## config.mk

```make
export PLATFORM = sky130hd
export DESIGN_NAME = wave_capture_mc
export DESIGN_NICKNAME = d
export VERILOG_FILES = /design/src/rtl/wave_pkg.sv /design/src/rtl/wave_trigger.sv /design/src/rtl/wave_capture_mc.sv
export SDC_FILE = /design/constraint.sdc
export NUM_CORES = 1
export LEC_CHECK = 0
export BUFFER_PORTS_ARGS = -buffer_cell sky130_fd_sc_hd__buf_4
export CAP_MARGIN = 20
export CORE_ASPECT_RATIO = 0.5
export CORE_MARGIN = 2
export CORE_UTILIZATION = 57
export CTS_CLUSTER_SIZE = 20
export DETAILED_ROUTE_END_ITERATION = 6
export PLACE_DENSITY = 0.88
export RECOVER_POWER = 100
export SLEW_MARGIN = 10
export SYNTH_ARGS = -nofsm -noshare
export SYNTH_HDL_FRONTEND = slang
export SYNTH_SLANG_ARGS = --single-unit
```

## constraint.sdc

```tcl
create_clock -name clk -period 11.7 [get_ports clk]
set_input_delay 2.34 -clock clk [delete_from_list [all_inputs] [get_ports clk]]
set_output_delay 2.34 -clock clk [all_outputs]
set_load 0.02 [all_outputs]
```

## src/rtl/wave_pkg.sv

```systemverilog
// wave_pkg
//   Shared types and helpers for the multi-channel wave capture stage.
//   - wave_state_e : capture FSM states
//   - TRIG_*       : trigger mode encodings (3 is reserved and behaves as free-run)
//   - to_offset_bin: signed two's-complement -> offset-binary (MSB flip)
package wave_pkg;

    typedef enum logic [1:0] {
        ARMED     = 2'd0,
        CAPTURE   = 2'd1,
        WAIT_IDLE = 2'd2
    } wave_state_e;

    localparam logic [1:0] TRIG_RISE = 2'd0;
    localparam logic [1:0] TRIG_FALL = 2'd1;
    localparam logic [1:0] TRIG_FREE = 2'd2;

    // Flips bit (width-1) of a right-justified value; callers cast the
    // result back down to their own width.
    function automatic logic [31:0] to_offset_bin(input logic [31:0] msbs, input int width);
        return msbs ^ (32'd1 << (width - 1));
    endfunction

endpackage

```

## src/rtl/wave_trigger.sv

```systemverilog
// wave_trigger
//   Trigger detector for the capture FSM. Holds the previous sample of the
//   selected channel, a prev-valid flag, the signed edge comparator and the
//   auto-trigger timeout counter.
// Ports:
//   clk, reset   : clock, asynchronous active-high reset
//   armed        : FSM is in ARMED (first such cycle latches trig_* config)
//   rearm        : one-cycle pulse on WAIT_IDLE -> ARMED; forgets prev/config
//   strobe       : accepted sample strobe while ARMED
//   sample       : all channels, channel c at [c*SAMPLE_W +: SAMPLE_W]
//   trig_chan/trig_mode/trig_level : live trigger configuration
//   fire         : one-cycle, combinational; this strobe is the trigger
module wave_trigger
    import wave_pkg::*;
#(
    parameter int CHANNELS = 2,
    parameter int SAMPLE_W = 16,
    parameter int AUTO_TO  = 4096,
    parameter int CH_W     = 1
) (
    input  logic                         clk,
    input  logic                         reset,
    input  logic                         armed,
    input  logic                         rearm,
    input  logic                         strobe,
    input  logic [CHANNELS*SAMPLE_W-1:0] sample,
    input  logic [CH_W-1:0]              trig_chan,
    input  logic [1:0]                   trig_mode,
    input  logic signed [SAMPLE_W-1:0]   trig_level,
    output logic                         fire
);

    localparam int TO_W = (AUTO_TO > 0) ? $clog2(AUTO_TO + 1) : 1;

    logic                       cfg_valid_q, cfg_valid_d;
    logic [CH_W-1:0]            chan_q, chan_d;
    logic [1:0]                 mode_q, mode_d;
    logic signed [SAMPLE_W-1:0] level_q, level_d;
    logic signed [SAMPLE_W-1:0] prev_q, prev_d;
    logic                       prev_valid_q, prev_valid_d;
    logic [TO_W-1:0]            cnt_q, cnt_d;

    logic [CH_W-1:0]            chan;
    logic [1:0]                 mode;
    logic signed [SAMPLE_W-1:0] level;
    logic signed [SAMPLE_W-1:0] cur;
    logic                       edge_hit;
    logic                       timeout;

    always_comb begin
        // Until the first ARMED cycle has latched the config, the live inputs
        // are used, so a strobe landing in that very cycle sees the same values.
        chan  = cfg_valid_q ? chan_q  : trig_chan;
        mode  = cfg_valid_q ? mode_q  : trig_mode;
        level = cfg_valid_q ? level_q : trig_level;
        cur   = sample[chan*SAMPLE_W +: SAMPLE_W];

        case (mode)
            TRIG_RISE: edge_hit = prev_valid_q && (prev_q < level) && (level <= cur);
            TRIG_FALL: edge_hit = prev_valid_q && (prev_q >= level) && (level > cur);
            default:   edge_hit = 1'b1;
        endcase

        // The strobe that brings the count to AUTO_TO is itself the trigger.
        timeout = (AUTO_TO != 0) && ((int'(cnt_q) + 1) == AUTO_TO);
        fire    = strobe && (edge_hit || timeout);

        cfg_valid_d  = cfg_valid_q;
        chan_d       = chan_q;
        mode_d       = mode_q;
        level_d      = level_q;
        prev_d       = prev_q;
        prev_valid_d = prev_valid_q;
        cnt_d        = cnt_q;

        if (rearm) begin
            cfg_valid_d  = 1'b0;
            prev_valid_d = 1'b0;
            cnt_d        = '0;
        end else begin
            if (armed && !cfg_valid_q) begin
                cfg_valid_d = 1'b1;
                chan_d      = trig_chan;
                mode_d      = trig_mode;
                level_d     = trig_level;
            end
            if (strobe) begin
                prev_d       = cur;
                prev_valid_d = 1'b1;
                cnt_d        = cnt_q + TO_W'(1);
            end
        end
    end

    always_ff @(posedge clk or posedge reset) begin
        if (reset) begin
            cfg_valid_q  <= 1'b0;
            chan_q       <= '0;
            mode_q       <= '0;
            level_q      <= '0;
            prev_q       <= '0;
            prev_valid_q <= 1'b0;
            cnt_q        <= '0;
        end else begin
            cfg_valid_q  <= cfg_valid_d;
            chan_q       <= chan_d;
            mode_q       <= mode_d;
            level_q      <= level_d;
            prev_q       <= prev_d;
            prev_valid_q <= prev_valid_d;
            cnt_q        <= cnt_d;
        end
    end

endmodule

```

## src/rtl/wave_capture_mc.sv

```systemverilog
// wave_capture_mc
//   Triggered multi-channel capture into a ping-pong sample RAM. One frame of
//   2^DEPTH_LOG2 samples per channel goes into bank ~read_index; banks swap
//   only once the frame is complete and the display reports idle.
// Handshake: new_sample is a one-cycle strobe with no back-pressure. A strobe
//   is accepted only when the write serialiser is free; a strobe that arrives
//   while channels are still being written is dropped and sets sticky overrun
//   (strobes in WAIT_IDLE are ignored silently).
// Ports:
//   clk, reset         : clock, asynchronous active-high reset
//   new_sample, sample : input strobe and all channel samples
//   trig_chan/mode/level: trigger configuration, latched on ARMED entry
//   wave_display_idle  : display is not scanning
//   write_enable/address/sample : RAM write port, address {bank, chan, index}
//   read_index         : bank currently shown by the display
//   busy, overrun      : status
//   state_dbg          : current FSM state
module wave_capture_mc
    import wave_pkg::*;
#(
    parameter int CHANNELS   = 2,
    parameter int SAMPLE_W   = 16,
    parameter int DISP_W     = 8,
    parameter int DEPTH_LOG2 = 9,
    parameter int AUTO_TO    = 4096,
    localparam int CH_W      = (CHANNELS > 1) ? $clog2(CHANNELS) : 1,
    localparam int AW        = 1 + CH_W + DEPTH_LOG2
) (
    input  logic                         clk,
    input  logic                         reset,
    input  logic                         new_sample,
    input  logic [CHANNELS*SAMPLE_W-1:0] sample,
    input  logic [CH_W-1:0]              trig_chan,
    input  logic [1:0]                   trig_mode,
    input  logic signed [SAMPLE_W-1:0]   trig_level,
    input  logic                         wave_display_idle,
    output logic                         write_enable,
    output logic [AW-1:0]                write_address,
    output logic [DISP_W-1:0]            write_sample,
    output logic                         read_index,
    output logic                         busy,
    output logic                         overrun,
    output logic [1:0]                   state_dbg
);

    function automatic logic [DISP_W-1:0] conv(input logic [SAMPLE_W-1:0] s);
        return DISP_W'(to_offset_bin(32'(s[SAMPLE_W-1 -: DISP_W]), DISP_W));
    endfunction

    wave_state_e                  state_q, state_d;
    logic [DEPTH_LOG2-1:0]        index_q, index_d;
    logic [CH_W-1:0]              ser_ch_q, ser_ch_d;
    logic [CHANNELS*SAMPLE_W-1:0] lat_q, lat_d;
    logic                         we_q, we_d;
    logic [AW-1:0]                addr_q, addr_d;
    logic [DISP_W-1:0]            wdata_q, wdata_d;
    logic                         read_index_q, read_index_d;
    logic                         busy_q, busy_d;
    logic                         overrun_q, overrun_d;

    logic                  accept;
    logic                  trig_strobe;
    logic                  fire;
    logic                  rearm;
    logic                  start_write;
    logic                  last_ch;
    logic [CH_W-1:0]       nxt_ch;
    logic [DEPTH_LOG2-1:0] wr_index;

    wave_trigger #(
        .CHANNELS (CHANNELS),
        .SAMPLE_W (SAMPLE_W),
        .AUTO_TO  (AUTO_TO),
        .CH_W     (CH_W)
    ) u_trigger (
        .clk        (clk),
        .reset      (reset),
        .armed      (state_q == ARMED),
        .rearm      (rearm),
        .strobe     (trig_strobe),
        .sample     (sample),
        .trig_chan  (trig_chan),
        .trig_mode  (trig_mode),
        .trig_level (trig_level),
        .fire       (fire)
    );

    always_comb begin
        // write_enable doubles as "serialiser busy": it is high for exactly
        // the CHANNELS cycles following an accepted strobe.
        accept      = new_sample && !we_q && (state_q != WAIT_IDLE);
        trig_strobe = accept && (state_q == ARMED);
        last_ch     = (int'(ser_ch_q) == CHANNELS - 1);
        nxt_ch      = ser_ch_q + CH_W'(1);

        state_d      = state_q;
        index_d      = index_q;
        read_index_d = read_index_q;
        rearm        = 1'b0;
        start_write  = 1'b0;
        wr_index     = index_q;

        case (state_q)
            ARMED: begin
                if (fire) begin
                    start_write = 1'b1;
                    wr_index    = '0;
                    index_d     = '0;
                    state_d     = CAPTURE;
                end
            end
            CAPTURE: begin
                if (accept) begin
                    start_write = 1'b1;
                    wr_index    = index_q + DEPTH_LOG2'(1);
                    index_d     = wr_index;
                end
                // Last channel of the last index is on the write port now.
                if (we_q && last_ch && (&index_q)) begin
                    state_d = WAIT_IDLE;
                    index_d = '0;
                end
            end
            WAIT_IDLE: begin
                if (wave_display_idle) begin
                    read_index_d = ~read_index_q;
                    state_d      = ARMED;
                    rearm        = 1'b1;
                end
            end
            default: state_d = ARMED;
        endcase

        we_d     = 1'b0;
        ser_ch_d = ser_ch_q;
        lat_d    = lat_q;
        addr_d   = addr_q;
        wdata_d  = wdata_q;
        if (start_write) begin
            // Channel 0 goes straight from the input; the rest from the latch.
            we_d     = 1'b1;
            ser_ch_d = '0;
            lat_d    = sample;
            addr_d   = {~read_index_q, CH_W'(0), wr_index};
            wdata_d  = conv(sample[SAMPLE_W-1:0]);
        end else if (we_q && !last_ch) begin
            we_d     = 1'b1;
            ser_ch_d = nxt_ch;
            addr_d   = {~read_index_q, nxt_ch, index_q};
            wdata_d  = conv(lat_q[nxt_ch*SAMPLE_W +: SAMPLE_W]);
        end

        busy_d    = (state_d == CAPTURE) || we_d;
        overrun_d = overrun_q || (new_sample && we_q && (state_q != WAIT_IDLE));
    end

    always_ff @(posedge clk or posedge reset) begin
        if (reset) begin
            state_q      <= ARMED;
            index_q      <= '0;
            ser_ch_q     <= '0;
            lat_q        <= '0;
            we_q         <= 1'b0;
            addr_q       <= '0;
            wdata_q      <= '0;
            read_index_q <= 1'b0;
            busy_q       <= 1'b0;
            overrun_q    <= 1'b0;
        end else begin
            state_q      <= state_d;
            index_q      <= index_d;
            ser_ch_q     <= ser_ch_d;
            lat_q        <= lat_d;
            we_q         <= we_d;
            addr_q       <= addr_d;
            wdata_q      <= wdata_d;
            read_index_q <= read_index_d;
            busy_q       <= busy_d;
            overrun_q    <= overrun_d;
        end
    end

    assign write_enable  = we_q;
    assign write_address = addr_q;
    assign write_sample  = wdata_q;
    assign read_index    = read_index_q;
    assign busy          = busy_q;
    assign overrun       = overrun_q;
    assign state_dbg     = state_q;

endmodule
```

Yosys cells after proc, flatten, opt, wreduce, memory -nomap -nowiden
Cells that the tools add are included.

Register bits after elaboration: 117. Latch bits: 0. Memory bits (writable): 0. Bits in read-only memories: 0. Output and inout port bits: 25. Word-level logic and storage cells: 99. Memories kept: 0.

$add $sub $neg: 4. $mul: 0. Divide/modulo/power cells: 0. Order comparisons: 4. Equal/unequal tests: 6. Shift operators: 2. Muxes and demuxes: 32. Bitwise operators: 4. Reductions and logical operators: 30.

Operators with widths (number): $shiftx A32 B6 Y16 (2); $pmux W9 S2 (2); $eq A32 B14 Y1 const B (1); $mux W9 (3); $mux W13 (2); $mux W11 (2); $ge A16 B16 Y1 (1); $gt A16 B16 Y1 (1); $le A16 B16 Y1 (1); $lt A16 B16 Y1 (1); $mux W16 (1); $mux W8 (2); $add A13 B1 Y14 const B (1); $logic_and A1 B1 Y1 (14); $add A13 B1 Y13 const B (1); $mux W1 (13); $add A9 B1 Y9 const B (1); $reduce_and A9 Y1 (1); $mux W2 (4); $reduce_bool A2 Y1 (4); $eq A2 B1 Y1 const B (3); $pmux W2 S3 (1); $reduce_and A2 Y1 (3); $logic_not A2 Y1 (2); 7 further kinds (15).

Depth between registers and ports, before layout
Gate-level depths: netlist of run 1.

Depth in word-level cells: 11. Gate-level depth with buffers: 14.

Cells and area by module
From an unflattened synthesis of run 1, not the netlist that was laid out.

Cell total of the unflattened synthesis: 533. Area, all modules: 5322.6 um^2.

Modules (own cells, without submodules): wave_trigger (times used 1, cells each 317, area an instance 3249.4 um^2); wave_capture_mc (times used 1, cells each 216, area an instance 2073.2 um^2).

Worst setup path after synthesis of run 1
No wires, ideal clock.

Path type: input to register. From: input port trig_chan. To: register busy_q, in the netlist busy. Arrival time: 5.546 ns. Data required time: 11.569 ns. Slack: 6.023 ns. Cell stages on the path: 12. Path buffers: 1. Cell sequence: mux2i_1 > buf_2 > mux2i_1 > ha_1 > a21oi_1 > nand2_1 > a221oi_1 > nand4b_1 > a22o_1 > a211oi_4 > o21ai_4 > or3_1.

Longest elaborated chain between the ends: 11.

RTL lines: from (decl) (RTL line wave_capture_mc.sv:33) `input logic [CH_W-1:0] trig_chan,`; $mux W1 * (RTL line wave_trigger.sv:53) `chan = cfg_valid_q ? chan_q : trig_chan;`; $shiftx A32 B6 Y16 * (RTL line wave_trigger.sv:56) `cur = sample[chan*SAMPLE_W +: SAMPLE_W];`; $gt A16 B16 Y1 / $le A16 B16 Y1 (equally long branches) (RTL line wave_trigger.sv:60, wave_trigger.sv:59); $logic_and A1 B1 Y1 (on tied branches) (RTL line wave_trigger.sv:60, wave_trigger.sv:59); $pmux W1 S2 * (RTL line wave_trigger.sv:58) `case (mode)`; $logic_or A1 B1 Y1 * (RTL line wave_trigger.sv:66) `fire = strobe && (edge_hit || timeout);`; $logic_and A1 B1 Y1 * (RTL line wave_trigger.sv:66); $mux W1 * (RTL line wave_capture_mc.sv:105) `if (fire) begin`; $pmux W1 S2 * (RTL line wave_capture_mc.sv:103) `case (state_q)`; $mux W1 * (RTL line wave_capture_mc.sv:139) `if (start_write) begin`; via we_d (RTL line wave_capture_mc.sv:54) `logic we_q, we_d;`; $logic_or A1 B1 Y1 * (RTL line wave_capture_mc.sv:153) `busy_d = (state_d == CAPTURE) || we_d;`; via busy_d (RTL line wave_capture_mc.sv:58) `logic busy_q, busy_d;`; to (signal assigned) (RTL line wave_capture_mc.sv:178) `busy_q <= busy_d;`; to (decl) (RTL line wave_capture_mc.sv:58).

The timed path passes the listed nets; every way through them passes the cells marked *. A chain may end at the register's enable or synchronous reset.

Worst setup path after layout of run 1
Same ends and word-level chain as after synthesis.

==> flow_results.xml, run 1 <==
<?xml version="1.0" encoding="UTF-8"?>
<metrics>
  <group name="placement">
    <metric name="place_inst" unit="">718</metric>
    <metric name="final_wtd_congestion" unit="">0.909</metric>
    <metric name="dp_hpwl" unit="um">8820</metric>
    <metric name="port-buffer-count" unit="">79</metric>
  </group>
  <group name="power_and_ir_drop">
    <metric name="p_per_area" unit="mW/mm^2">187</metric>
    <metric name="power_leakage" unit="nW">2.96</metric>
    <metric name="fin_total_pwr" unit="W">0.00114</metric>
    <metric name="vdd_drop_max" unit="mV">0.0831</metric>
  </group>
  <group name="yosys">
    <metric name="syn_avg_cell_area" unit="um^2">9.91</metric>
    <metric name="synth_cell_type_count" unit="">55</metric>
    <metric name="synth_compound_area_share" unit="%">14.0</metric>
    <metric name="synth-adder-area-share" unit="%">8.23</metric>
    <metric name="synth_area" unit="mm^2">0.00532</metric>
    <metric name="async_reset_ff_share" unit="%">100</metric>
    <metric name="synth_seq_cells" unit="">92</metric>
    <metric name="combinational_family_with_the_most_area_after_synthesis" unit="">multiplexers</metric>
    <metric name="netlist_instances" unit="">537</metric>
    <metric name="mapped_nets" unit="">627</metric>
    <metric name="synth-edff-count" unit="">0</metric>
    <metric name="yosys_most_used_dff" unit="">sky130_fd_sc_hd__dfrtp_1</metric>
    <metric name="synth_sequential_area_ratio" unit="%">43.3</metric>
    <metric name="synth_xor_xnor_area_share" unit="%">1.48</metric>
    <metric name="yosys_warnings" unit="">0</metric>
    <metric name="post_synth_mux_area_share" unit="%">14.8</metric>
    <metric name="post_synth_and_or_nand_nor_area_fraction" unit="%">14.4</metric>
  </group>
  <group name="final_layout">
    <metric name="finish.cell_count_without_fillers" unit="">735</metric>
    <metric name="mostFrequentLayoutCell" unit="">sky130_fd_sc_hd__dfrtp_1</metric>
    <metric name="num-nets-final" unit="">703</metric>
    <metric name="layout.core_utilization" unit="%">69.0</metric>
    <metric name="ff_latch_area" unit="mm^2">0.00230</metric>
    <metric name="area_occupied_by_multi_input_gates" unit="mm^2">0.00278</metric>
    <metric name="num-fill-cells" unit="">706</metric>
    <metric name="area_growth_syn_to_layout" unit="%">15.4</metric>
    <metric name="antenna_cells" unit="">0</metric>
    <metric name="post_route_cells_drive_above_1_share" unit="%">16.7</metric>
    <metric name="final_cell_mix" unit="">sky130_fd_sc_hd__dfrtp_1 (92), sky130_fd_sc_hd__nand2_1 (61), sky130_fd_sc_hd__o21ai_0 (53)</metric>
  </group>
  <group name="clocking">
    <metric name="ctsHoldBuffers" unit="">0</metric>
    <metric name="tritoncts_clock_tree" unit="">built</metric>
    <metric name="cts.repair_timing.setup_buffer_count" unit="">0</metric>
    <metric name="htree_num_levels" unit="">3</metric>
    <metric name="cts_num_sinks" unit="">92</metric>
    <metric name="max-clock-path-buffers" unit="">2</metric>
    <metric name="clock-root-buffer" unit="">sky130_fd_sc_hd__clkbuf_16</metric>
    <metric name="clk-insertion-delay-late" unit="ps">350</metric>
    <metric name="cts_resized" unit="">0</metric>
    <metric name="cts_inserted_buffers" unit="">9</metric>
    <metric name="path_clk_slew" unit="ps">70</metric>
  </group>
  <group name="global_routing">
    <metric name="antenna_found_initial" unit="">0</metric>
    <metric name="grt-ovfl-total" unit="">0</metric>
    <metric name="global_route.usage.total" unit="%">25.2</metric>
    <metric name="first_global_vias" unit="">4209</metric>
    <metric name="grt_start_max_net_pins" unit="">84</metric>
    <metric name="grt_pass1_wl" unit="um">20300</metric>
  </group>
  <group name="detailed_routing">
    <metric name="totalWireLength" unit="um">12300</metric>
    <metric name="dr.pass1.iters" unit="">4</metric>
    <metric name="post_detailed_route_wirelength_per_cell" unit="um">16.7</metric>
    <metric name="drtIter0Drc" unit="">301</metric>
    <metric name="postRouteAntennaNets" unit="">0</metric>
    <metric name="remaining_drc_errors" unit="">0</metric>
    <metric name="via_count" unit="">4335</metric>
    <metric name="viasPerCell" unit="">5.90</metric>
  </group>
  <group name="timing">
    <metric name="fin_tns_setup" unit="ps">0</metric>
    <metric name="hold_viol_final" unit="">0</metric>
    <metric name="setup_repair_after_global_routing_missed_its_margin" unit="">no</metric>
    <metric name="fmaxAchievable" unit="GHz">0.141</metric>
    <metric name="worstMarginPinSlew" unit="ps">3220</metric>
    <metric name="post_route_skew" unit="ps">12.5</metric>
    <metric name="slew_viol_final" unit="">110</metric>
    <metric name="timing.final.setup_violations" unit="">0</metric>
    <metric name="final_period_minus_worst_setup_slack" unit="ps">7100</metric>
    <metric name="min_period_over_period" unit="%">60.7</metric>
    <metric name="relSlewSlack" unit="%">-115</metric>
  </group>
  <group name="critical_path">
    <metric name="cp-start-kind" unit="">input pin</metric>
    <metric name="worst-path-max-fanout" unit="">16</metric>
    <metric name="path_class" unit="">in2reg</metric>
    <metric name="cp-end-kind" unit="">flop</metric>
    <metric name="timing.critical_path.required" unit="ps">11920</metric>
    <metric name="arrival_time_of_the_worst_setup_path" unit="ps">7330</metric>
  </group>
  <group name="die">
    <metric name="placeable_core_region" unit="mm^2">0.00889</metric>
    <metric name="fp.dieArea" unit="mm^2">0.0102</metric>
    <metric name="i_o_pin_cnt" unit="">80</metric>
    <metric name="initial_core_utilization" unit="%">59.9</metric>
    <metric name="die_w" unit="um">141</metric>
    <metric name="die_y" unit="um">72.3</metric>
    <metric name="core.rowCount" unit="">24</metric>
  </group>
  <group name="flow_run">
    <metric name="cap_violations" unit="">2</metric>
  </group>
  <group name="worst_hold_path">
    <metric name="holdCritPathClass" unit="">reg2reg</metric>
  </group>
  <group name="run_status">
    <metric name="failed_checks" unit="">max-capacitance violations, max-slew violations</metric>
    <metric name="status" unit="">finished, violations left</metric>
  </group>
</metrics>
final cells by class:
cell class	instances	area share, %
clock buffers	11	3.96
clock inverters	5	0.714
inverters	29	1.79
multi-input cells	396	45.3
flip-flops and latches	92	37.5
well taps	117	2.39
repair buffers	85	8.32
registers in the layout, indices dropped and copies added, names as in the netlist, 8 cells and up:
register	flops
u_trigger.cnt_q	13
write_address	11
lat_q	8
u_trigger.prev_q	16
index_q	9
u_trigger.level_q	16
write_sample	8
final timing paths:
| path | cells after the start | slack [ps] | from | end |
|---|---|---|---|---|
| setup / recovery | 12 | 4600 | trig_chan | busy |
| hold / removal | 1 | 490 | overrun | overrun |
| setup reg to reg | 11 | 6180 | u_trigger.cfg_valid_q | busy |
| hold reg to reg | 1 | 490 | overrun | overrun |
| max in group asynchronous | 4 | 5390 | reset | u_trigger.prev_q[15] |
| min in group asynchronous | 2 | 1960 | reset | write_enable |
logic make-up (layout without fill, tap and decap cells):
kind of cell,after synthesis,in the layout
buffers and inverters,49,130
flip-flops,92,92
XOR/XNOR,9,9
adder cells (fa/ha/maj),35,35
AO/OA/AOI/OAI,118,118
AND/OR/NAND/NOR,159,159
multiplexers,75,75
metal layers:
layer / up-vias / wire length, um / global-route usage [%]
li1: 2083 / - / -
met1: 2100 / 5650 / 34.1
met2: 136 / 5750 / 42.3
met3: 16 / 724 / 5.94
met4: 0 / 157 / 5.89
met5: - / 0 / 0
metrics by stage:
step | hold WS, ps | worst slack, ps | area (um^2)
2_1_floorplan | 456 | 6020 | 5320
3_3_place_gp | 465 | 5930 | 6010
3_5_place_dp | 474 | 5840 | 6010
4_1_cts | 490 | 6190 | 6300
5_1_grt | 497 | 4200 | 6140
6_report | 493 | 4600 | 6140
where the power goes:
part	internal [W]	total [W]	leakage (nW)	switching, W
clock network	0.000153	0.000283	0.134	0.000130
registers	0.000407	0.000483	1.13	0.0000759
logic	0.000155	0.000379	1.69	0.000224
Yosys cell counts, types with 4 or more instances:
cell type	n	share of area [%]
sky130_fd_sc_hd__a31oi_1	4	0.47
sky130_fd_sc_hd__dfrtp_1	92	43
sky130_fd_sc_hd__mux2i_1	47	8.8
sky130_fd_sc_hd__nand3_1	12	1.1
sky130_fd_sc_hd__inv_1	29	2.0
sky130_fd_sc_hd__nand2_1	61	4.3
sky130_fd_sc_hd__and3_1	6	0.71
sky130_fd_sc_hd__nand4_1	8	0.94
sky130_fd_sc_hd__o22ai_1	10	1.2
sky130_fd_sc_hd__ha_1	35	8.2
sky130_fd_sc_hd__nor2_1	30	2.1
sky130_fd_sc_hd__nand2b_1	8	0.94
sky130_fd_sc_hd__xor2_1	5	0.82
sky130_fd_sc_hd__or3_1	4	0.47
sky130_fd_sc_hd__a21oi_1	25	2.4
sky130_fd_sc_hd__clkbuf_1	10	0.71
sky130_fd_sc_hd__nor3_1	10	0.94
sky130_fd_sc_hd__o21ai_0	49	4.6
sky130_fd_sc_hd__mux2_2	28	5.9
sky130_fd_sc_hd__buf_2	5	0.47
sky130_fd_sc_hd__xnor2_1	4	0.66
worst max-delay path, cell delays in order:
cell and delay [ps]:
sky130_fd_sc_hd__clkbuf_1 90, sky130_fd_sc_hd__mux2i_2 130, sky130_fd_sc_hd__clkbuf_1 870, sky130_fd_sc_hd__mux2i_1 260, sky130_fd_sc_hd__ha_1 420, sky130_fd_sc_hd__nand4_1 200
sky130_fd_sc_hd__a2111o_1 410, sky130_fd_sc_hd__a31o_1 240, sky130_fd_sc_hd__a22o_1 220, sky130_fd_sc_hd__a211oi_1 980, sky130_fd_sc_hd__o21ai_0 630, sky130_fd_sc_hd__or3_1 530
No activity file was read; power rests on OpenSTA's default activity.
==> run 2, diff against run 1 <==
Clock period 11.7 ns to 6.6 ns, I/O delays scaled along.
==> run 2 against run 1 <==
  * The flow still finishes with violations (max-capacitance violations, max-slew violations)
  * Sequential power up 77%
  * Non-clock buffer count unchanged
  * First-iteration DRC count up 3.3%
  * Worst hold slack got worse by 4.6 ps
  * Worst setup slack worse by 3500 ps
  * Register-to-register slack worse by 4600 ps
  * Via count rose by 0.12%
  * Sequential cell count unchanged
  * Core utilization rose by 0.44 points
  * Clock-buffer cell count did not move
  * Critical path type unchanged
  * Critical endpoint is now lat_q[31]
  * Largest cell class unchanged
==> flow_results.xml, run 2 (synthesized netlist as in run 1, its figures left out) <==
<?xml version="1.0" encoding="UTF-8"?>
<metrics>
  <group name="run_status">
    <metric name="status" unit="">finished, violations left</metric>
    <metric name="failed_checks" unit="">max-capacitance violations, max-slew violations</metric>
  </group>
  <group name="clocking">
    <metric name="cts_num_sinks" unit="">92</metric>
    <metric name="max-clock-path-buffers" unit="">2</metric>
    <metric name="ctsHoldBuffers" unit="">0</metric>
    <metric name="cts.repair_timing.setup_buffer_count" unit="">0</metric>
    <metric name="cts_resized" unit="">0</metric>
    <metric name="path_clk_slew" unit="ps">70</metric>
    <metric name="clock-root-buffer" unit="">sky130_fd_sc_hd__clkbuf_16</metric>
    <metric name="htree_num_levels" unit="">3</metric>
    <metric name="clk-insertion-delay-late" unit="ps">350</metric>
    <metric name="tritoncts_clock_tree" unit="">built</metric>
    <metric name="cts_inserted_buffers" unit="">9</metric>
  </group>
  <group name="global_routing">
    <metric name="antenna_found_initial" unit="">0</metric>
    <metric name="global_route.usage.total" unit="%">25.8</metric>
    <metric name="grt_start_max_net_pins" unit="">84</metric>
    <metric name="grt_pass1_wl" unit="um">20600</metric>
    <metric name="first_global_vias" unit="">4277</metric>
    <metric name="grt-ovfl-total" unit="">0</metric>
  </group>
  <group name="detailed_routing">
    <metric name="totalWireLength" unit="um">12500</metric>
    <metric name="routedLengthMet1" unit="um">5700</metric>
    <metric name="viasPerCell" unit="">5.90</metric>
    <metric name="post_detailed_route_wirelength_per_cell" unit="um">17.0</metric>
    <metric name="dr.pass1.iters" unit="">7</metric>
    <metric name="via_count" unit="">4340</metric>
    <metric name="drtIter0Drc" unit="">311</metric>
    <metric name="remaining_drc_errors" unit="">0</metric>
    <metric name="routed.top_layer" unit="">met4</metric>
    <metric name="postRouteAntennaNets" unit="">0</metric>
    <metric name="route.met2.wl" unit="um">5930</metric>
    <metric name="met3_wirelength" unit="um">732</metric>
  </group>
  <group name="critical_path">
    <metric name="cp-start-kind" unit="">input pin</metric>
    <metric name="worst-path-buf-inv" unit="">2</metric>
    <metric name="worst-path-max-fanout" unit="">12</metric>
    <metric name="path_delay_family" unit="">multiplexers</metric>
    <metric name="arrival_time_of_the_worst_setup_path" unit="ps">5770</metric>
    <metric name="worst_path_max_delay_cell" unit="">sky130_fd_sc_hd__mux2i_1</metric>
    <metric name="timing.reg2reg.setup_slack" unit="ps">1630</metric>
    <metric name="critPathMaxStageDelay" unit="ps">890</metric>
    <metric name="timing.critical_path.mode_cell" unit="">sky130_fd_sc_hd__mux2i_1</metric>
    <metric name="cp-end-kind" unit="">flop</metric>
    <metric name="timing.critical_path.required" unit="ps">6840</metric>
    <metric name="path_class" unit="">in2reg</metric>
    <metric name="cells_traversed_along_the_worst_timing_path" unit="">clkbuf_4 -&gt; mux2i_1 -&gt; clkbuf_1 -&gt; mux2i_1 -&gt; ha_1 -&gt; nand4_1 -&gt; or4_1 -&gt; nand2_1 -&gt; a31o_1 -&gt; a22o_1 -&gt; a211oi_4 -&gt; nor2_1 -&gt; mux2_2</metric>
  </group>
  <group name="final_layout">
    <metric name="area_growth_syn_to_layout" unit="%">16.1</metric>
    <metric name="final_cell_mix" unit="">sky130_fd_sc_hd__dfrtp_1 (92), sky130_fd_sc_hd__nand2_1 (61), sky130_fd_sc_hd__o21ai_0 (51), sky130_fd_sc_hd__buf_4 (51), sky130_fd_sc_hd__mux2i_1 (47)</metric>
    <metric name="post_route_cells_drive_above_1_share" unit="%">17.2</metric>
    <metric name="mostFrequentLayoutCell" unit="">sky130_fd_sc_hd__dfrtp_1</metric>
    <metric name="num-nets-final" unit="">703</metric>
    <metric name="antenna_cells" unit="">0</metric>
    <metric name="biggestRegsByFlops" unit="">u_trigger.level_q x16, u_trigger.prev_q x16, u_trigger.cnt_q x13</metric>
  </group>
  <group name="timing">
    <metric name="post_route_skew" unit="ps">8.44</metric>
    <metric name="setup_repair_after_global_routing_missed_its_margin" unit="">no</metric>
    <metric name="timing.final.setup_violations" unit="">0</metric>
    <metric name="worstMarginPinSlew" unit="ps">1910</metric>
    <metric name="fin_tns_setup" unit="ps">0</metric>
    <metric name="timing.final.ws_setup" unit="ps">1060</metric>
    <metric name="final_period_minus_worst_setup_slack" unit="ps">5540</metric>
    <metric name="min_period_over_period" unit="%">83.9</metric>
    <metric name="relSlewSlack" unit="%">-27.3</metric>
    <metric name="slew_viol_final" unit="">77</metric>
    <metric name="hold_viol_final" unit="">0</metric>
    <metric name="fmaxAchievable" unit="GHz">0.181</metric>
  </group>
  <group name="die">
    <metric name="initial_core_utilization" unit="%">59.9</metric>
    <metric name="core.rowCount" unit="">24</metric>
    <metric name="die_y" unit="um">72.3</metric>
    <metric name="i_o_pin_cnt" unit="">80</metric>
    <metric name="placeable_core_region" unit="mm^2">0.00889</metric>
    <metric name="fp.dieArea" unit="mm^2">0.0102</metric>
    <metric name="die_w" unit="um">141</metric>
  </group>
  <group name="power_and_ir_drop">
    <metric name="p_per_area" unit="mW/mm^2">329</metric>
    <metric name="vdd_drop_max" unit="mV">0.178</metric>
    <metric name="power_leakage" unit="nW">2.98</metric>
  </group>
  <group name="placement">
    <metric name="dp_hpwl" unit="um">8930</metric>
    <metric name="port-buffer-count" unit="">79</metric>
    <metric name="final_wtd_congestion" unit="">0.924</metric>
    <metric name="place_worst_setup_slack" unit="ps">1300</metric>
  </group>
  <group name="flow_run">
    <metric name="cap_violations" unit="">2</metric>
  </group>
  <group name="worst_hold_path">
    <metric name="holdCritPathClass" unit="">reg2reg</metric>
  </group>
</metrics>
[run 2: cell count changes in the layout (fill, tap and decap cells not counted), moves of 2 or more]
cell                       change
sky130_fd_sc_hd__clkbuf_4     -15
sky130_fd_sc_hd__buf_4        +17
sky130_fd_sc_hd__o21ai_4       +2
sky130_fd_sc_hd__clkinv_2      +2
sky130_fd_sc_hd__o21ai_0       -2
sky130_fd_sc_hd__clkbuf_1      -2
[run 2: worst min-delay path: stages, from the launching register on]
cell	delay (ps)
sky130_fd_sc_hd__dfrtp_1	350
sky130_fd_sc_hd__nand2_1	50
sky130_fd_sc_hd__o21ai_0	60
[run 2: layout make-up]
cell class | instances | area, um^2
Clock buffer | 11 | 233
Clock inverter | 5 | 35.0
Fill cell | 712 | 2710
Inverter | 29 | 110
Multi-Input combinational cell | 396 | 2810
Sequential cell | 92 | 2300
Tap cell | 117 | 146
Timing Repair Buffer | 85 | 542
[run 2: through the flow]
stage / cells / utilization (%) / total power [W] / hold WS (ps) / area (um^2)
after floorplan: 537 / - / 0.00135 / 456 / 5320
after CTS: 734 / 70.6 / 0.00207 / 492 / 6280
after global routing: 735 / 69.5 / 0.00217 / 516 / 6180
final: 735 / 69.5 / 0.00203 / 488 / 6180
after global placement: 718 / 67.6 / 0.00155 / 465 / 6010
after detailed placement: 718 / 67.6 / 0.00159 / 477 / 6010
[run 2: worst paths after layout]
| path | start | to | depth (start not counted) |
|---|---|---|---|
| max in group asynchronous | reset | u_trigger.prev_q[3] | 4 |
| min in group asynchronous | reset | write_enable | 2 |
| worst min register to register | u_trigger.prev_q[6] | u_trigger.prev_q[6] | 2 |
| worst min-delay path | u_trigger.prev_q[6] | u_trigger.prev_q[6] | 2 |
| worst max register to register | u_trigger.cfg_valid_q | lat_q[31] | 12 |
| worst max-delay path | trig_chan | lat_q[31] | 13 |
[run 2: routing by layer]
layer | track usage (%) | vias up
met5 | 0 | -
met4 | 6.33 | 0
met3 | 5.68 | 12
met2 | 43.4 | 145
met1 | 34.8 | 2098
li1 | - | 2085
[run 2: report_power, final]
part           switching [W]  internal (W)
Sequential          0.000134      0.000721
Clock               0.000225      0.000257
Combinational       0.000411      0.000284
==> run 3, diff against run 2 <==
Settings changed: ABC_AREA set to 1, CORE_UTILIZATION 57 to 53, PLACE_DENSITY 0.88 to 0.85.
Clock period 6.6 ns to 4.5 ns, I/O delays scaled along.
==> run 3 against run 2 <==
  * The flow still finishes with violations (max-capacitance violations, max-slew violations)
  * Largest power group unchanged
  * Critical path depth is 6 higher
  * Global-route usage is 1.3 points lower
  * Critical endpoint is now write_address[0]
  * Worst hold slack worse by 18 ps
  * Non-clock buffer count is 1 higher
  * Worst setup slack worse by 610 ps
  * Clock-buffer cell count is 2 lower
  * Sequential share of layout area is 0.58 points lower
==> flow_results.xml, run 3 <==
<?xml version="1.0" encoding="UTF-8"?>
<metrics>
  <group name="clocking">
    <metric name="cts.repair_timing.setup_buffer_count" unit="">0</metric>
    <metric name="tritoncts_clock_tree" unit="">built</metric>
    <metric name="cts_resized" unit="">0</metric>
    <metric name="cts_inserted_buffers" unit="">9</metric>
    <metric name="htree_num_levels" unit="">3</metric>
    <metric name="clock-root-buffer" unit="">sky130_fd_sc_hd__clkbuf_16</metric>
    <metric name="cts_num_sinks" unit="">99</metric>
    <metric name="max-clock-path-buffers" unit="">2</metric>
    <metric name="path_clk_slew" unit="ps">80</metric>
    <metric name="clk-insertion-delay-late" unit="ps">360</metric>
    <metric name="ctsHoldBuffers" unit="">0</metric>
  </group>
  <group name="final_layout">
    <metric name="final_cell_mix" unit="">sky130_fd_sc_hd__nand2_1 (207), sky130_fd_sc_hd__dfrtp_1 (99), sky130_fd_sc_hd__inv_1 (91)</metric>
    <metric name="finish.cell_count_without_fillers" unit="">979</metric>
    <metric name="area_growth_syn_to_layout" unit="%">15.2</metric>
    <metric name="mostFrequentLayoutCell" unit="">sky130_fd_sc_hd__nand2_1</metric>
    <metric name="num-nets-final" unit="">919</metric>
    <metric name="biggestRegsByFlops" unit="">u_trigger.level_q x16, u_trigger.prev_q x16, lat_q x15</metric>
    <metric name="antenna_cells" unit="">0</metric>
    <metric name="post_route_cells_drive_above_1_share" unit="%">12.4</metric>
  </group>
  <group name="placement">
    <metric name="dp_hpwl" unit="um">10100</metric>
    <metric name="final_wtd_congestion" unit="">0.895</metric>
    <metric name="place_inst" unit="">962</metric>
    <metric name="port-buffer-count" unit="">79</metric>
  </group>
  <group name="critical_path">
    <metric name="path_delay_family" unit="">simple AND/OR/NAND/NOR gates</metric>
    <metric name="worst-path-buf-inv" unit="">3</metric>
    <metric name="timing.reg2reg.setup_slack" unit="ps">450</metric>
    <metric name="crit_start" unit="">u_trigger.cfg_valid_q</metric>
    <metric name="worst_path_max_delay_cell" unit="">sky130_fd_sc_hd__inv_1</metric>
    <metric name="cp-end-kind" unit="">flop</metric>
    <metric name="path_class" unit="">reg2reg</metric>
    <metric name="rr_startpoint" unit="">u_trigger.cfg_valid_q</metric>
    <metric name="cp-endpoint" unit="">write_address[0]</metric>
    <metric name="timing.critical_path.mode_cell" unit="">sky130_fd_sc_hd__nand2_1</metric>
    <metric name="ff2ff_path_depth" unit="">19</metric>
    <metric name="critPathMaxStageDelay" unit="ps">510</metric>
    <metric name="critical_path.reg2reg.endpoint" unit="">write_address[0]</metric>
    <metric name="timing.critical_path.required" unit="ps">4740</metric>
    <metric name="arrival_time_of_the_worst_setup_path" unit="ps">4290</metric>
    <metric name="cp_num_cells" unit="">19</metric>
    <metric name="cells_traversed_along_the_worst_timing_path" unit="">inv_1 -&gt; nand2_1 -&gt; nand2_1 -&gt; buf_4 -&gt; o21ai_0 -&gt; ha_1 -&gt; nand2_1 -&gt; nor3_2 -&gt; nand2_1 -&gt; nand3_1 -&gt; nand2_1 -&gt; nor2_1 -&gt; nand3_1 -&gt; nand3_1 -&gt; nand2_4 -&gt; nand2_4 -&gt; nand2_1 -&gt; o21ai_0 -&gt; inv_1</metric>
    <metric name="cp-start-kind" unit="">flop</metric>
    <metric name="worst-path-max-fanout" unit="">40</metric>
  </group>
  <group name="detailed_routing">
    <metric name="drtIter0Drc" unit="">459</metric>
    <metric name="viasPerCell" unit="">5.48</metric>
    <metric name="postRouteAntennaNets" unit="">0</metric>
    <metric name="totalWireLength" unit="um">14100</metric>
    <metric name="post_detailed_route_wirelength_per_cell" unit="um">14.4</metric>
    <metric name="remaining_drc_errors" unit="">0</metric>
    <metric name="via_count" unit="">5367</metric>
    <metric name="dr.pass1.iters" unit="">6</metric>
  </group>
  <group name="global_routing">
    <metric name="grt_start_max_net_pins" unit="">79</metric>
    <metric name="first_global_vias" unit="">5141</metric>
    <metric name="global_route.usage.total" unit="%">24.5</metric>
    <metric name="antenna_found_initial" unit="">0</metric>
    <metric name="grt-ovfl-total" unit="">0</metric>
    <metric name="grt_pass1_wl" unit="um">23700</metric>
  </group>
  <group name="yosys">
    <metric name="synth_xor_xnor_area_share" unit="%">1.05</metric>
    <metric name="synth_area" unit="mm^2">0.00586</metric>
    <metric name="synth-edff-count" unit="">0</metric>
    <metric name="ys_top_cells_by_count" unit="">sky130_fd_sc_hd__nand2_1 (207), sky130_fd_sc_hd__dfrtp_1 (99), sky130_fd_sc_hd__inv_1 (92)</metric>
    <metric name="yosysMostFrequentCell" unit="">sky130_fd_sc_hd__nand2_1</metric>
    <metric name="synth_sequential_area_ratio" unit="%">42.3</metric>
    <metric name="synth_compound_area_share" unit="%">10.7</metric>
    <metric name="post_synth_and_or_nand_nor_area_fraction" unit="%">26.7</metric>
    <metric name="synth_area_leaders" unit="">sky130_fd_sc_hd__dfrtp_1 (42%), sky130_fd_sc_hd__nand2_1 (13%), sky130_fd_sc_hd__ha_1 (7.5%)</metric>
    <metric name="async_reset_ff_share" unit="%">100</metric>
    <metric name="netlist_instances" unit="">762</metric>
    <metric name="yosys_most_used_dff" unit="">sky130_fd_sc_hd__dfrtp_1</metric>
    <metric name="post-synth-top-area-fraction" unit="%">42.3</metric>
    <metric name="syn_avg_cell_area" unit="um^2">7.69</metric>
    <metric name="mapped_nets" unit="">852</metric>
    <metric name="netlist.top_cell.by_area" unit="">sky130_fd_sc_hd__dfrtp_1</metric>
    <metric name="post_synth_mux_area_share" unit="%">3.33</metric>
    <metric name="synth-adder-area-share" unit="%">7.47</metric>
    <metric name="yosys_warnings" unit="">0</metric>
    <metric name="combinational_family_with_the_most_area_after_synthesis" unit="">simple AND/OR/NAND/NOR gates</metric>
    <metric name="synth_seq_cells" unit="">99</metric>
    <metric name="synth_cell_type_count" unit="">32</metric>
  </group>
  <group name="timing">
    <metric name="relSlewSlack" unit="%">-45.4</metric>
    <metric name="slew_viol_final" unit="">48</metric>
    <metric name="fin_tns_setup" unit="ps">0</metric>
    <metric name="min_period_over_period" unit="%">90.0</metric>
    <metric name="fmaxAchievable" unit="GHz">0.247</metric>
    <metric name="setup_repair_after_global_routing_missed_its_margin" unit="">no</metric>
    <metric name="hold_viol_final" unit="">0</metric>
    <metric name="worstMarginPinSlew" unit="ps">2180</metric>
    <metric name="post_route_skew" unit="ps">13.9</metric>
    <metric name="timing.final.setup_violations" unit="">0</metric>
    <metric name="final_period_minus_worst_setup_slack" unit="ps">4050</metric>
  </group>
  <group name="flow_run">
    <metric name="cap_violations" unit="">1</metric>
  </group>
  <group name="die">
    <metric name="initial_core_utilization" unit="%">53.9</metric>
    <metric name="core.rowCount" unit="">27</metric>
    <metric name="die_w" unit="um">153</metric>
    <metric name="placeable_core_region" unit="mm^2">0.0109</metric>
    <metric name="i_o_pin_cnt" unit="">80</metric>
    <metric name="fp.dieArea" unit="mm^2">0.0120</metric>
    <metric name="die_y" unit="um">78.4</metric>
  </group>
  <group name="power_and_ir_drop">
    <metric name="power_leakage" unit="nW">3.41</metric>
    <metric name="vdd_drop_max" unit="mV">0.200</metric>
    <metric name="p_per_area" unit="mW/mm^2">523</metric>
    <metric name="fin_total_pwr" unit="W">0.00353</metric>
  </group>
  <group name="run_status">
    <metric name="status" unit="">finished, violations left</metric>
    <metric name="failed_checks" unit="">max-capacitance violations, max-slew violations</metric>
  </group>
  <group name="worst_hold_path">
    <metric name="holdCritPathClass" unit="">reg2reg</metric>
  </group>
</metrics>
-- run 3: layer usage --
| metal | vias to the layer above | global-route usage [%] | wire length, um | share of wire, % |
|---|---|---|---|---|
| met5 | - | 0 | 0 | 0 |
| met4 | 0 | 7.41 | 273 | 1.9 |
| met3 | 30 | 5.91 | 991 | 7.0 |
| met2 | 183 | 40.7 | 6470 | 46 |
| met1 | 2545 | 32.3 | 6400 | 45 |
| li1 | 2609 | - | - | - |
-- run 3: kinds of logic after synthesis --
group,after synthesis
adder cells (fa/ha/maj),35
AND/OR/NAND/NOR,359
multiplexers,19
XOR/XNOR,7
flip-flops,99
buffers and inverters,123
AO/OA/AOI/OAI,120
-- run 3: through the flow --
stage | hold slack, ps | instance area (um^2) | utilization (%) | worst slack (ps)
3_5_place_dp | 451 | 6540 | 60.1 | 448
3_3_place_gp | 445 | 6540 | 60.1 | 607
6_report | 470 | 6750 | 62.1 | 449
4_1_cts | 469 | 6860 | 63.0 | 500
2_1_floorplan | 434 | 5860 | - | 1010
5_1_grt | 488 | 6750 | 62.1 | 86.7
-- run 3: worst min-delay path by stage --
| stage | from | endpoint | depth (start not counted) |
|---|---|---|---|
| final | u_trigger.level_q[2] | u_trigger.level_q[2] | 2 |
| after global routing | u_trigger.level_q[4] | u_trigger.level_q[4] | 2 |
| after CTS | u_trigger.level_q[4] | u_trigger.level_q[4] | 2 |
| after detailed placement | u_trigger.level_q[4] | u_trigger.level_q[4] | 2 |
| after global placement | u_trigger.level_q[11] | u_trigger.level_q[11] | 2 |
| after floorplan | u_trigger.level_q[10] | u_trigger.level_q[10] | 2 |
-- run 3: power breakdown --
group	internal [W]	switching, W	leakage [nW]
clock	0.000447	0.000373	0.156
combinational	0.000428	0.000845	2.11
sequential	0.00120	0.000236	1.14
-- run 3: area by class of cell --
class	instances	area, um^2
well taps	145	181
fillers	952	4130
clock buffers	9	225
repair buffers	86	551
flip-flops and latches	99	2480
multi-input cells	540	2870
clock inverters	7	92.6
inverters	93	350
-- run 3: worst register-to-register path, cell delays in order, from the launching register on --
cell and delay (ps):
sky130_fd_sc_hd__dfrtp_1 380, sky130_fd_sc_hd__inv_1 510, sky130_fd_sc_hd__nand2_1 100, sky130_fd_sc_hd__nand2_1 80, sky130_fd_sc_hd__buf_4 290, sky130_fd_sc_hd__o21ai_0 200, sky130_fd_sc_hd__ha_1 390, sky130_fd_sc_hd__nand2_1 130
sky130_fd_sc_hd__nor3_2 280, sky130_fd_sc_hd__nand2_1 140, sky130_fd_sc_hd__nand3_1 110, sky130_fd_sc_hd__nand2_1 60, sky130_fd_sc_hd__nor2_1 140, sky130_fd_sc_hd__nand3_1 130, sky130_fd_sc_hd__nand3_1 140, sky130_fd_sc_hd__nand2_4 230
sky130_fd_sc_hd__nand2_4 400, sky130_fd_sc_hd__nand2_1 100, sky130_fd_sc_hd__o21ai_0 100, sky130_fd_sc_hd__inv_1 60
